File: src/rtl/m_fetch_unit_if.sv
// Instruction-memory channel between the fetch stage (master) and imem (slave):
// req/gnt request handshake plus rvalid/rdata response for a single outstanding read.
interface m_fetch_unit_if;
    logic        req;
    logic [31:0] addr;
    logic        gnt;
    logic        rvalid;
    logic [31:0] rdata;

    modport master (output req, addr, input gnt, rvalid, rdata);
    modport slave  (input req, addr, output gnt, rvalid, rdata);
endinterface

File: src/rtl/m_fetch_unit.sv
// Instruction-fetch stage: owns the PC, issues one outstanding imem read at a time and
// holds the returned instruction in a one-entry buffer presented to the IF/ID register.
module m_fetch_unit #(
    parameter logic [31:0] RESET_PC  = 32'h0000_0000,
    parameter logic [31:0] NOP_INSTR = 32'h0000_0000
) (
    input  logic           clk,
    input  logic           reset,
    input  logic           stallF,
    input  logic           pcsrcD,
    input  logic [31:0]    pcbranchD,
    m_fetch_unit_if.master imem,
    output logic [31:0]    instrF,
    output logic [31:0]    pcplus4F,
    output logic [31:0]    pcF,
    output logic           instr_validF
);

    typedef enum logic [1:0] {
        S_FETCH,
        S_WAIT,
        S_DROP
    } state_t;

    state_t      state;
    state_t      state_next;
    logic [31:0] pc;
    logic [31:0] pc_inc;
    logic [31:0] redirect_pc;
    logic [31:0] instr_q;
    logic        buf_free;
    logic        req;
    logic        issue;
    logic        capture;

    assign redirect_pc = pcbranchD & ~32'h3;
    assign pc_inc      = pc + 32'd4;
    assign buf_free    = !instr_validF || !stallF;
    assign issue       = req && imem.gnt;
    // Data is kept only for a live request; a same-cycle redirect makes it stale.
    assign capture     = (state == S_WAIT) && imem.rvalid && !pcsrcD;

    assign imem.req  = req;
    assign imem.addr = pc;
    assign instrF    = instr_validF ? instr_q : NOP_INSTR;

    // NOTE: every signal written here gets a default first, so no path can infer a latch.
    always_comb begin
        state_next = state;
        req        = 1'b0;
        unique case (state)
            S_FETCH: begin
                req = buf_free && !reset;
                if (issue) begin
                    state_next = pcsrcD ? S_DROP : S_WAIT;
                end
            end
            S_WAIT: begin
                if (imem.rvalid) begin
                    state_next = S_FETCH;
                end else if (pcsrcD) begin
                    state_next = S_DROP;
                end
            end
            S_DROP: begin
                if (imem.rvalid) begin
                    state_next = S_FETCH;
                end
            end
            default: state_next = S_FETCH;
        endcase
    end

    // NOTE: state is updated with non-blocking assignments so every register samples pre-edge values.
    always_ff @(posedge clk) begin
        if (reset) begin
            state        <= S_FETCH;
            pc           <= RESET_PC;
            instr_validF <= 1'b0;
            instr_q      <= NOP_INSTR;
            pcF          <= 32'h0;
            pcplus4F     <= 32'h0;
        end else begin
            state <= state_next;

            if (pcsrcD) begin
                pc <= redirect_pc;
            end else if (capture) begin
                pc <= pc_inc;
            end

            // Redirect flush outranks capture, which outranks consume.
            if (pcsrcD) begin
                instr_validF <= 1'b0;
            end else if (capture) begin
                instr_validF <= 1'b1;
                instr_q      <= imem.rdata;
                pcF          <= pc;
                pcplus4F     <= pc_inc;
            end else if (!stallF) begin
                instr_validF <= 1'b0;
            end
        end
    end

endmodule

File: src/flat_wrapper.sv
// flat-port wrapper written by rule: the top's interface ports become plain ports
module m_fetch_unit_flat 
#(
    parameter logic [31:0] RESET_PC  = 32'h0000_0000,
    parameter logic [31:0] NOP_INSTR = 32'h0000_0000
)
  (clk, reset, stallF, pcsrcD, pcbranchD, instrF, pcplus4F, pcF, instr_validF, imem_req, imem_addr, imem_gnt, imem_rvalid, imem_rdata);
  m_fetch_unit_if imem_i ();
  input  logic clk;
  input  logic reset;
  input  logic stallF;
  input  logic pcsrcD;
  input  logic [31:0] pcbranchD;
  output logic [31:0] instrF;
  output logic [31:0] pcplus4F;
  output logic [31:0] pcF;
  output logic instr_validF;
  output wire logic [$bits(imem_i.req)-1:0] imem_req;
  output wire logic [$bits(imem_i.addr)-1:0] imem_addr;
  input wire logic [$bits(imem_i.gnt)-1:0] imem_gnt;
  input wire logic [$bits(imem_i.rvalid)-1:0] imem_rvalid;
  input wire logic [$bits(imem_i.rdata)-1:0] imem_rdata;
  assign imem_req = imem_i.req;
  assign imem_addr = imem_i.addr;
  assign imem_i.gnt = imem_gnt;
  assign imem_i.rvalid = imem_rvalid;
  assign imem_i.rdata = imem_rdata;
  m_fetch_unit #(.RESET_PC(RESET_PC), .NOP_INSTR(NOP_INSTR)) u_core (.clk(clk), .reset(reset), .stallF(stallF), .pcsrcD(pcsrcD), .pcbranchD(pcbranchD), .imem(imem_i), .instrF(instrF), .pcplus4F(pcplus4F), .pcF(pcF), .instr_validF(instr_validF));
endmodule
File: config.mk
export PLATFORM = sky130hd
export DESIGN_NAME = m_fetch_unit_flat
export DESIGN_NICKNAME = d
export VERILOG_FILES = /design/src/rtl/m_fetch_unit_if.sv /design/src/rtl/m_fetch_unit.sv /design/src/flat_wrapper.sv
export SDC_FILE = /design/constraint.sdc
export NUM_CORES = 1
export LEC_CHECK = 0
export CAP_MARGIN = 20
export CORE_MARGIN = 4
export CORE_UTILIZATION = 25
export DETAILED_ROUTE_END_ITERATION = 8
export GPL_TIMING_DRIVEN = 0
export MAX_ROUTING_LAYER = met4
export PLACE_DENSITY = 0.49
export SYNTH_ARGS = -nofsm -noshare
export SYNTH_HDL_FRONTEND = slang
export SYNTH_SLANG_ARGS = --single-unit
File: constraint.sdc
create_clock -name clk -period 6.65 [get_ports clk]
set_input_delay 0.9975 -clock clk [delete_from_list [all_inputs] [get_ports clk]]
set_output_delay 0.9975 -clock clk [all_outputs]
set_load 0.005 [all_outputs]
==> results.yml <==
yosys:
  yosysWarningCount: 0
  yosys-top-cells-area: "dfxtp_1, nand2_1, a21oi_1, a211oi_1, nor2_1"
  synth_seq_cells: 125
  ys_types: 52
  synth_top_area_frac: 0.4207
  ys.flop_type: "dfxtp_1"
  async_flop_share: 0
  syn_area_per_cell_um2: 8.071
  synth.most_common_cell: "nand2_1"
  synth_edf_count: 0
  syn_area_um2: 5948
  syn_inst: 737
  ys_seq_area_frac: 0.4207
  synthTopCellsByCount: "nand2_1, dfxtp_1, a21oi_1"
  yosys.area.top_type: "dfxtp_1"
final_layout:
  num-nets-final: 1022
  antenna_cells: 0
  design_area_um2: 8884
  drive_gt1_frac: 0.06950
  area_delta_synth_final_pct: 49.35
clock_network:
  clkLatencyLatePin_ns: 0.42
  cts_tree: "built"
  h-tree-depth: 4
  clk_pin_slew_ns: 0.06
  cts_resized: 0
  postCtsSetupBuffers: 0
  clockRootBuffer: "clkbuf_16"
  clock-sinks: 125
  clk_path_buf_depth: 2
  cts_buffers: 17
  hold_buffers: 0
power:
  power_density_nw_per_um2: 222.4
  pwr-share-seq: 0.401
  power.total_mw: 1.976
  comb_power_share: 0.098
  power_frac_clock: 0.501
  switching_power_mw: 0.4979
  ir_drop_mv: 0.1469
  p_sw_frac: 0.2519
  p_int_mw: 1.478
  leakagePower_nw: 2.911
outcome:
  status: "finished, final reports clean"
timing:
  setup_tns_ns: 0
  tightest_slew_ns: 0.9845
  hold_violations: 0
  rsz0062_at_grt: "false"
  finClkSkew_ns: 0.01097
  drv_slew: 0
  finalCritPeriodShare: 0.5334
  slew_headroom: 0.3376
  post-route-min-period_ns: 3.547
  setup_viol: 0
  fmax_ghz: 0.2819
setup_path:
  crit_family: "buffers and inverters"
  timing_worst_setup_path_type: "in2out"
  crit_path_top_delay_cell: "clkdlybuf4s50_1"
  crit_top_cell: "clkdlybuf4s50_1"
  cpPeakStageDelay_ns: 0.55
  cp-end-kind: "output port"
  path_buf_inv: 2
  arrival_ns: 2.55
  timing.rr.start: "u_core.imem.addr[2]"
  worstPathRequired_ns: 5.65
  crit_path_cell_trace: "clkdlybuf4s50_1 > a211oi_1 > nor2b_1 > clkdlybuf4s50_1"
  start_kind: "input pin"
  crit_path_start: "stallF"
  critPathMaxFanout: 2
drt:
  num_vias: 6182
  routed_wl_um: 24530
  drcViolationCount: 0
  antenna_left: 0
  vias_per_cell: 4.818
  firstDrtPassIters: 5
  drt-initial-drc-count: 461
  wl_per_cell_um: 19.12
placement:
  port-buffer-count: 190
  gp_congestion: 0.8103
  placed_cell_area_um2: 8268
  dp_hpwl_um: 18240
global_route:
  grt_max_degree: 17
  antenna_found_initial: 0
  grt_remaining_overflow: 0
  grt_pass1_wl_um: 36870
  grt_usage: 0.1883
  grt_pass1_vias: 6049
die:
  die_area_um2: 26330
  core-area_um2: 23470
  rows: 56
  die_w_um: 162.3
  pin_count: 200
  start_util: 0.2534
  die_y_um: 162.3
worst_hold_path:
  hold_class: "reg2reg"
  holdCritStartpoint: "u_core.instr_q[2]"
job:
  maxCapViolCount: 0
-- final timing paths --
check	to	slack, ns	depth (start not counted)
max reg2reg	u_core.imem.addr[28]	3.86	5
min reg2reg	u_core.instr_q[2]	0.45	2
min	u_core.instr_q[2]	0.45	2
max	imem_req	3.10	4
-- worst register-to-register path, cell delays in order (launching register included) --
cell	delay (ns)
dfxtp_1	0.61
ha_1	0.31
nand3_1	0.28
nor4_1	0.89
a211oi_1	0.16
a2111oi_0	0.41
-- layout make-up --
cell class / count / area, µm²
tap: 319 / 399.1
buffer: 73 / 414.1
fill: 2448 / 14590
inverter: 8 / 30.03
multi-input combinational: 536 / 3020
sequential: 125 / 2502
clock inverter: 13 / 162.7
timing repair buffer: 190 / 1902
clock buffer: 19 / 452.9
-- power groups by stage --
| stage | Combinational (mW) | Clock (mW) | Sequential [mW] |
|---|---|---|---|
| after floorplan | 0.0826 | 0 | 0.800 |
| after global placement | 0.194 | 0 | 0.808 |
| after detailed placement | 0.194 | 0 | 0.808 |
| after CTS | 0.195 | 1.00 | 0.792 |
| after global routing | 0.210 | 1.04 | 0.795 |
| final | 0.194 | 0.990 | 0.792 |
-- layer usage --
metal | track usage | wire length [µm] | up-vias
met3 | 0.04035 | 1531 | 21
met4 | 0.04383 | 310 | 0
li1 | - | - | 3043
met5 | - | 0 | -
met2 | 0.2891 | 11460 | 208
met1 | 0.2553 | 11230 | 2910
-- flip-flops by register name, indices dropped and copies added (netlist names) --
name / cells
u_core.pcplus4F: 30
u_core.instr_q: 32
u_core.imem.addr: 30
u_core.pcF: 30
u_core.state: 2
u_core.instr_validF: 1
-- cell usage in the layout, fill, tap and decap left out, types with 7 or more instances in the layout --
cell type        netlist  final
nand3_1               15     15
clkbuf_8               5      7
inv_1                  8      8
nor3_1                12     12
clkbuf_1              46     46
clkbuf_16              0     17
buf_4                  9      9
o21ai_0               12     12
nor4_1                18     18
xnor2_1               14     14
and4_1                11     11
nand2_1              142    142
dfxtp_1              125    125
and3_1                 9      9
a311oi_1              22     22
a21oi_1               69     69
or4_1                 16     16
o31ai_1               12     12
nand4_1               13     13
nor2_1                57     57
clkdlybuf4s50_1        0    190
a211oi_1              29     29
and2_1                34     34
or3_1                  9      9
xor2_1                 7      7
-- stage by stage --
stage,cells,setup WS [ns],hold WS [ns],util
global placement,1251,2.972,0.4377,0.3522
CTS,1283,3.120,0.4508,0.3785
global route,1283,3.057,0.4663,0.3785
finish,1283,3.103,0.4487,0.3785
floorplan,742,4.124,0.4317,-
detailed placement,1251,2.930,0.4421,0.3522
-- cells by family after synthesis --
kind of cell	count (synthesis)	share of synthesized area
DFF	125	0.4207
AOI/OAI and AO/OA	157	0.1710
buffers and inverters	81	0.07467
other	1	0.0006304
and+or+nand+nor	351	0.3000
xor gates and xnor gates	21	0.03092
adders and majority gates	1	0.002103
(Power assumes the default switching activity.)
